==> config.mk <==
export PLATFORM = sky130hd
export DESIGN_NAME = fetch_stage_flat
export DESIGN_NICKNAME = d
export VERILOG_FILES = /design/src/rtl/fetch_stage_if.sv /design/src/rtl/fetch_stage.sv /design/src/flat_wrapper.sv
export SDC_FILE = /design/constraint.sdc
export NUM_CORES = 1
export LEC_CHECK = 0
export ABC_AREA = 1
export BUFFER_PORTS_ARGS = -buffer_cell sky130_fd_sc_hd__buf_2
export CORE_ASPECT_RATIO = 0.7
export CORE_UTILIZATION = 55
export CTS_BUF_LIST = sky130_fd_sc_hd__clkbuf_8
export DETAILED_ROUTE_END_ITERATION = 6
export PLACE_DENSITY = 0.8
export SYNTH_ARGS = -nofsm -noshare
export SYNTH_HDL_FRONTEND = slang
export SYNTH_SLANG_ARGS = --single-unit
==> constraint.sdc <==
create_clock -name clk -period 10 [get_ports clk]
set_input_delay 0 -clock clk [delete_from_list [all_inputs] [get_ports clk]]
set_output_delay 0 -clock clk [all_outputs]
set_load 0.02 [all_outputs]
==> src/rtl/fetch_stage_if.sv <==
// ---------------------------------------------------------------------------
// fetch_stage_if
//   Instruction-memory bus between the fetch stage and instruction memory.
//   Request channel is valid/ready; response channel is valid-only, with
//   exactly one response per accepted request, at least one cycle later.
//
//   imem_req_valid  fetch -> mem  request valid
//   imem_req_ready  mem -> fetch  memory accepts the request this cycle
//   imem_addr       fetch -> mem  request byte address, 4-byte aligned
//   imem_rsp_valid  mem -> fetch  response valid
//   imem_rsp_data   mem -> fetch  instruction word
//
//   modport master : fetch stage side
//   modport slave  : instruction memory side
// ---------------------------------------------------------------------------
interface fetch_stage_if;
    logic        imem_req_valid;
    logic        imem_req_ready;
    logic [31:0] imem_addr;
    logic        imem_rsp_valid;
    logic [31:0] imem_rsp_data;

    modport master (
        output imem_req_valid,
        output imem_addr,
        input  imem_req_ready,
        input  imem_rsp_valid,
        input  imem_rsp_data
    );

    modport slave (
        input  imem_req_valid,
        input  imem_addr,
        output imem_req_ready,
        output imem_rsp_valid,
        output imem_rsp_data
    );
endinterface

==> src/rtl/fetch_stage.sv <==
// ---------------------------------------------------------------------------
// fetch_stage
//   Instruction-fetch stage plus IF/ID pipeline register. Owns the PC, keeps
//   at most one instruction-memory request outstanding, and presents the
//   fetched word to decode. Decode back-pressure parks a returning word in a
//   one-entry hold buffer; a redirect from execute flushes IF/ID, the hold
//   buffer and any in-flight request.
//
//   Parameters
//     RESET_PC    PC loaded on reset
//     NOP_INSTR   word driven on instr_d while IF/ID holds nothing live
//
//   Ports
//     clk             clock, rising edge
//     rst             asynchronous active-high reset
//     imem            instruction-memory bus (fetch_stage_if.master)
//     stall_d         decode cannot accept; hold IF/ID
//     redirect_valid  taken branch/jump from execute
//     redirect_pc     redirect target, bits [1:0] ignored
//     valid_d         IF/ID holds a live instruction
//     instr_d         IF/ID instruction
//     pc_d            PC of instr_d
//     pc_plus4_d      pc_d + 4, link value for JAL/JALR
// ---------------------------------------------------------------------------
module fetch_stage #(
    parameter logic [31:0] RESET_PC  = 32'h0000_0000,
    parameter logic [31:0] NOP_INSTR = 32'h0000_0013
) (
    input  logic                 clk,
    input  logic                 rst,
    fetch_stage_if.master        imem,
    input  logic                 stall_d,
    input  logic                 redirect_valid,
    input  logic [31:0]          redirect_pc,
    output logic                 valid_d,
    output logic [31:0]          instr_d,
    output logic [31:0]          pc_d,
    output logic [31:0]          pc_plus4_d
);

    typedef enum logic [1:0] {
        ST_REQ  = 2'd0,   // issuing a request for pc
        ST_WAIT = 2'd1,   // one request outstanding
        ST_HOLD = 2'd2    // word parked in hold buffer, IF/ID was stalled
    } state_t;

    state_t      state;
    logic [31:0] pc;            // address of the next request
    logic [31:0] inflight_pc;   // address of the outstanding / held word
    logic        kill;          // outstanding response must be dropped
    logic        hold_valid;
    logic [31:0] hold_instr;

    logic        ifid_accept;
    logic        req_fire;
    logic [31:0] redirect_target;
    logic        unused_redirect_lsbs;

    // Request valid depends only on state, rst and redirect_valid, so there
    // is no combinational path from the response channel to the request.
    assign imem.imem_req_valid = !rst && (state == ST_REQ) && !redirect_valid;
    assign imem.imem_addr      = pc;

    assign req_fire        = imem.imem_req_valid && imem.imem_req_ready;
    assign ifid_accept     = !valid_d || !stall_d;
    assign redirect_target = {redirect_pc[31:2], 2'b00};
    assign unused_redirect_lsbs = ^redirect_pc[1:0];

    always_ff @(posedge clk or posedge rst) begin
        if (rst) begin
            // NOTE: every flop, including the hold buffer and inflight_pc,
            // is reset so that no X can ever propagate onto instr_d or pc_d.
            state       <= ST_REQ;
            pc          <= RESET_PC;
            inflight_pc <= RESET_PC;
            kill        <= 1'b0;
            hold_valid  <= 1'b0;
            hold_instr  <= NOP_INSTR;
            valid_d     <= 1'b0;
            instr_d     <= NOP_INSTR;
            pc_d        <= 32'h0000_0000;
            pc_plus4_d  <= 32'h0000_0004;
        end else begin
            // Decode consumed the current instruction; empty IF/ID unless a
            // new word is loaded below.
            // NOTE: all state uses non-blocking assignments, so a later
            // assignment in this block cleanly overrides this default.
            if (valid_d && !stall_d) begin
                valid_d <= 1'b0;
                instr_d <= NOP_INSTR;
            end

            if (redirect_valid) begin
                // Redirect wins over everything, including decode stall.
                pc         <= redirect_target;
                valid_d    <= 1'b0;
                instr_d    <= NOP_INSTR;
                hold_valid <= 1'b0;
                case (state)
                    ST_WAIT: begin
                        if (imem.imem_rsp_valid) begin
                            // Response for the flushed request lands now.
                            kill  <= 1'b0;
                            state <= ST_REQ;
                        end else begin
                            kill  <= 1'b1;
                        end
                    end
                    ST_HOLD: state <= ST_REQ;
                    default: state <= ST_REQ;
                endcase
            end else begin
                case (state)
                    ST_REQ: begin
                        if (req_fire) begin
                            inflight_pc <= pc;
                            pc          <= pc + 32'd4;
                            state       <= ST_WAIT;
                        end
                    end
                    ST_WAIT: begin
                        if (imem.imem_rsp_valid) begin
                            if (kill) begin
                                kill  <= 1'b0;
                                state <= ST_REQ;
                            end else if (ifid_accept) begin
                                valid_d    <= 1'b1;
                                instr_d    <= imem.imem_rsp_data;
                                pc_d       <= inflight_pc;
                                pc_plus4_d <= inflight_pc + 32'd4;
                                state      <= ST_REQ;
                            end else begin
                                hold_valid <= 1'b1;
                                hold_instr <= imem.imem_rsp_data;
                                state      <= ST_HOLD;
                            end
                        end
                    end
                    ST_HOLD: begin
                        if (ifid_accept) begin
                            valid_d    <= 1'b1;
                            instr_d    <= hold_instr;
                            pc_d       <= inflight_pc;
                            pc_plus4_d <= inflight_pc + 32'd4;
                            hold_valid <= 1'b0;
                            state      <= ST_REQ;
                        end
                    end
                    default: state <= ST_REQ;
                endcase
            end
        end
    end

endmodule

==> src/flat_wrapper.sv <==
// flat-port wrapper written by rule: the top's interface ports become plain ports
module fetch_stage_flat 
#(
    parameter logic [31:0] RESET_PC  = 32'h0000_0000,
    parameter logic [31:0] NOP_INSTR = 32'h0000_0013
)
  (clk, rst, stall_d, redirect_valid, redirect_pc, valid_d, instr_d, pc_d, pc_plus4_d, imem_imem_req_valid, imem_imem_addr, imem_imem_req_ready, imem_imem_rsp_valid, imem_imem_rsp_data);
  fetch_stage_if imem_i ();
  input  logic clk;
  input  logic rst;
  input  logic stall_d;
  input  logic redirect_valid;
  input  logic [31:0] redirect_pc;
  output logic valid_d;
  output logic [31:0] instr_d;
  output logic [31:0] pc_d;
  output logic [31:0] pc_plus4_d;
  output wire logic [$bits(imem_i.imem_req_valid)-1:0] imem_imem_req_valid;
  output wire logic [$bits(imem_i.imem_addr)-1:0] imem_imem_addr;
  input wire logic [$bits(imem_i.imem_req_ready)-1:0] imem_imem_req_ready;
  input wire logic [$bits(imem_i.imem_rsp_valid)-1:0] imem_imem_rsp_valid;
  input wire logic [$bits(imem_i.imem_rsp_data)-1:0] imem_imem_rsp_data;
  assign imem_imem_req_valid = imem_i.imem_req_valid;
  assign imem_imem_addr = imem_i.imem_addr;
  assign imem_i.imem_req_ready = imem_imem_req_ready;
  assign imem_i.imem_rsp_valid = imem_imem_rsp_valid;
  assign imem_i.imem_rsp_data = imem_imem_rsp_data;
  fetch_stage #(.RESET_PC(RESET_PC), .NOP_INSTR(NOP_INSTR)) u_core (.clk(clk), .rst(rst), .imem(imem_i), .stall_d(stall_d), .redirect_valid(redirect_valid), .redirect_pc(redirect_pc), .valid_d(valid_d), .instr_d(instr_d), .pc_d(pc_d), .pc_plus4_d(pc_plus4_d));
endmodule
# Word-level counts from Yosys, hierarchy flattened

Cells that the tools add are included.

Register bits: 196
Bits in latches: 0
RAM bits: 0
ROM bits: 0
Bits of input ports: 70
Output and inout bits: 130
Logic and storage cells: 78
Memories: 0

$add $sub $neg: 2
Multiply operators: 0
Div/mod/pow operators: 0
Order comparisons: 0
Eq/ne operators: 6
Shifts and indexed selects: 0
Mux-type cells: 38
Bitwise gates (word level): 3
Reduce and logical (&&, ||, !) cells: 20

Operators with widths:

| kind                                                                  | count |
|---|---|
| 32-bit 2-to-1 mux                                                     | 15 |
| 32-bit case mux with 2 select lines                                   | 3 |
| 32-bit by 3-bit adder with 32-bit output, second input constant       | 2 |
| 2-bit 2-to-1 mux                                                      | 8 |
| 1-bit 2-to-1 mux                                                      | 10 |
| 2-bit nonzero test                                                    | 4 |
| 3-bit by 2-bit != test with 1-bit output, second input constant       | 2 |
| 2-bit case mux with 3 select lines                                    | 1 |
| 3-bit AND reduction                                                   | 2 |
| 5-bit AND reduction                                                   | 1 |
| 1-bit logical AND                                                     | 4 |
| 1-bit logical NOT                                                     | 4 |
| 2-bit != test, second input constant                                  | 2 |
| 2-bit AND reduction                                                   | 2 |
| 4-bit AND reduction                                                   | 1 |
| 1-bit inverter                                                        | 3 |
| 2-bit by 1-bit equality test with 1-bit output, second input constant | 1 |
| 2-bit equality test, second input constant                            | 1 |
| 2-bit logical NOT                                                     | 1 |
| 1-bit case mux with 2 select lines                                    | 1 |
| 1-bit logical OR                                                      | 1 |

# Logic depth before layout (Yosys ltp)

Word-level depth: 8
Gate-level depth with buffers: 12
Mapped depth without buffers: 11

# Worst setup path after synthesis

No wires, ideal clock.

Path type: input-to-reg
From: in rst
To: reg u_core.pc[24] (netlist: u_core.imem.imem_addr[24])
Setup time: 0.128 ns
Arrival time: 5.098 ns
Required time: 9.872 ns
Slack: 4.774 ns
Stages on the path: 7
Buffers on the path: 1
Cell sequence: inv_1 nand4_1 nand2_1 inv_1 buf_6 a21boi_0 nand3_1

Cells in the longest elaborated chain, start to end: 6

RTL lines:

| item                            | RTL line           | text |
|---|---|---|
| start, declared                 | flat_wrapper.sv:10 | `input logic rst;` |
| 1-bit logical NOT (no line)     | n/a                |  |
| 1-bit logical AND (2 in series) | fetch_stage.sv:61  | `assign imem.imem_req_valid = !rst && (state == ST_REQ) && !redirect_valid;` |
| 1-bit logical AND               | fetch_stage.sv:64  | `assign req_fire = imem.imem_req_valid && imem.imem_req_ready;` |
| 2-bit nonzero test (no line)    | n/a                |  |
| 2-bit AND reduction (no line)   | n/a                |  |
| end signal, assigned            | fetch_stage.sv:95  | `pc <= redirect_target;` |
| end signal, assigned            | fetch_stage.sv:117 | `pc <= pc + 32'd4;` |
| end, declared                   | fetch_stage.sv:48  | `logic [31:0] pc;` |

Every way passes these cells.
A chain may end at the register's enable or synchronous reset.

# Worst setup path in the final report

From: in rst
To: reg u_core.pc[20] (netlist: u_core.imem.imem_addr[20])

Same word-level chain as after synthesis.

==> impl_results.md <==
* CTS tree: done
* Clk_skew at 0.0144 ns
* Routing usage on met2 at 42.0%
* Fmax at 0.306 GHz
* Total setup buffers inserted after CTS at 0
* Critical Path AT at 3.66 ns
* Met1 Use GR at 48.0%
* Mapped cell area at 9580 sq um
* Register area share after synthesis at 49.2%
* Antenna Nets Post-Route at 0
* Port Buf Inserts at 191
* Sw power at 1160 uW
* PwrDens at 231 nW/um^2
* Yosys warnings at 0
* Comb power frac at 35.9%
* Overflow after GRT at 0
* Violated checks: DRC
* Largest net degree at the start of global routing at 107
* Cell-internal power at 1520 uW
* Crit-path max FO at 106
* Post-DR vias/cell at 5.31
* Clk root buf: clkbuf_8
* Largest area contributor in the netlist: dfrtp_1
* Cts repair resizes at 0
* Global-route wire length before repair at 43.5 mm
* Reg-to-reg critical path startpoint: u_core.valid_d
* Initial Util at 57.4%
* Largest family of logic cells by synthesized area: simple AND/OR/NAND/NOR gates
* Initial DRC Count at 925
* Detailed placement HPWL at 17.9 mm
* Setup crit end kind: flip-flop
* Fin worst setup slack at 6.73 ns
* Complex-gate fraction of the synthesized area at 10.1%
* Tot GR Track Use at 30.8%
* Final nets at 1546
* Core ar. at 16700 sq um
* H-tree depth at 4
* Critical path origin: rst
* CTS sink count at 188
* Vias in the first global route at 8375
* Full die area at 18000 sq um
* Post-synth EDFFs at 0
* # rows at 39
* Mux cell area share after synthesis at 0%
* Synth Area in Adders at 0.653%
* Ys flop type: dfrtp_1
* Commonest cells post-synth: 429 x nand2_1, 181 x dfrtp_1, 119 x o21ai_0, 112 x inv_1, 100 x nand3_1
* Antenna Cells at 0
* Flop2flop setup slack at 7.10 ns
* Cell with the most instances after synthesis: nand2_1
* Final Routed Wirelength at 26.5 mm
* # fillers at 1405
* Worst vdd ir at 138 uV
* Synth Area in XOR/XNOR at 1.46%
* Area Growth Syn to Fin at 21.1%
* Clock Path Buffers at 2
* Met3 usage at 7.95%
* Worst EP required at 10.39 ns
* Portion of total power attributed to sequential cells at 45.7%
* Final Setup Violations at 0
* Outcome: finished, violations left
* # DRC at 4
* Proportion of power drawn by the clock network at 18.5%
* Post-synthesis instance total at 1248
* Setup slack at placement at 6.76 ns
* Setup TNS at 0 ns
* Top Ports at 200
* Synthesized area per cell at 7.68 sq um
* Tcrit/Tclk final at 32.7%
* Hold Violations, Final at 0
* Post-layout util at 69.5%
* Clock-pin slew on the worst setup and hold paths at 0.10 ns
* Via count of the routed design at 9083
* Distinct cell type count after synthesis at 38
* Synth Area in Simple Gates at 30.8%
* Per-cell routed wire length at 15.5 um
* Gr busiest metal: met1
* Worst-skew pair later-pin latency at 0.47 ns
* Min cycle time layout at 3.27 ns
* Area share of the largest cell type after synthesis at 47.3%
* Max-Cap Viols at 0
* Register bit total from synthesis at 188
* Slew Viols, Final at 0
* Overall power at 2680 uW
* RePlAce Congestion at 0.930
* Drt first pass iters at 7
* Synth area leaders: dfrtp_1 47%, nand2_1 17%, o21ai_0 6.2%
* Leak at 0.00597 uW
* Startpoint Class: primary input
* Die width at 160 um
* Slew HR at 22.1%
* RSZ-0062 raised after global routing: no
* Share of layout cells above drive strength 1 at 17.3%
* Hold-fix buffers at CTS at 64
* Worst Hold Class: primary input to flip-flop
* Hold_sp: redirect_valid
* Total CTS buffers at 17
* Switching Share at 43.4%
* Worst Max-Slew Pin Slew at 1.17 ns
* Crit Path Class: primary input to flip-flop
* DIE HEIGHT at 112 um
* Min Hold Slack at 0.115 ns
* Asr flop ratio synth at 100%
* Initial antenna violation count at 0
[final timing paths]
| path | to | cells after the start |
|---|---|---|
| max | u_core.imem.imem_addr[20] | 9 |
| min | u_core.imem.imem_addr[2] | 3 |
| max reg2reg | u_core.pc_plus4_d[24] | 9 |
| min reg2reg | u_core.pc_d[9] | 2 |
| max in group asynchronous | u_core.inflight_pc[28] | 4 |
| min in group asynchronous | u_core.hold_instr[31] | 3 |
[kinds of logic after synthesis]
| kind of cell | count (synthesis) |
|---|---|
| XOR/XNOR | 16 |
| adder cells (fa/ha/maj) | 5 |
| buffers and inverters | 176 |
| other | 1 |
| AND/OR/NAND/NOR | 687 |
| flip-flops | 188 |
| AO/OA/AOI/OAI | 175 |
[through the flow]
step                      area, sq um  instances
after floorplan                  9600       1253
after global placement          10600       1613
after detailed placement        10600       1613
after CTS                       11600       1709
after global routing            11600       1709
final                           11600       1709
[layout make-up]
cell class	count	area (sq um)	share of cell area, %
timing repair buffer	261	1640	14.1
inverter	114	440	3.80
clock inverter	13	124	1.07
tap	225	282	2.43
sequential	188	4710	40.6
multi-input combinational	889	4140	35.7
clock buffer	19	262	2.25
[worst max-delay path, stage by stage]
cell	delay (ns)
dlygate4sd3_1	0.52
buf_2	0.17
clkinv_4	0.69
nand4_1	0.36
buf_4	0.51
nand2_1	0.37
inv_1	0.63
a21boi_0	0.24
o211ai_1	0.14
[cell usage in the layout (no fill, tap or decap), types with 5 or more instances in the layout]
master,netlist,layout
inv_1,112,111
nand3_1,100,100
o211ai_1,8,8
ha_1,5,5
a21oi_1,11,11
a22oi_1,13,13
nor2_2,4,5
buf_4,8,6
inv_6,1,7
xor2_1,14,14
buf_2,20,191
nand2_1,429,429
o21ai_1,10,10
conb_1,1,6
dfrtp_1,181,181
nor2_1,91,90
nand3b_1,30,30
clkbuf_8,0,19
o21ai_0,119,119
dfstp_2,7,7
nand4_1,16,16
a21boi_0,8,8
dlygate4sd3_1,0,64
[power by group through the flow]
stage	registers (uW)	logic, uW	clock network, uW
2_1_floorplan	1350	473	0
3_3_place_gp	1220	915	0
3_5_place_dp	1230	936	0
4_1_cts	1220	960	506
5_1_grt	1250	1070	538
6_report	1220	961	495
[registers in the layout (all words and copies together), names as in the netlist]
name,cells
u_core.hold_instr,32
u_core.imem.imem_addr,30
u_core.inflight_pc,30
u_core.instr_d,32
u_core.kill,1
u_core.pc_d,30
u_core.pc_plus4_d,30
u_core.state,2
u_core.valid_d,1
[metal layers]
metal / vias up / wire length (um)
met3: 29 / 2630
met5: - / 0
li1: 4444 / -
met4: 0 / 376
met2: 444 / 10700
met1: 4166 / 12800
No activity file was read; power rests on OpenSTA's default activity.
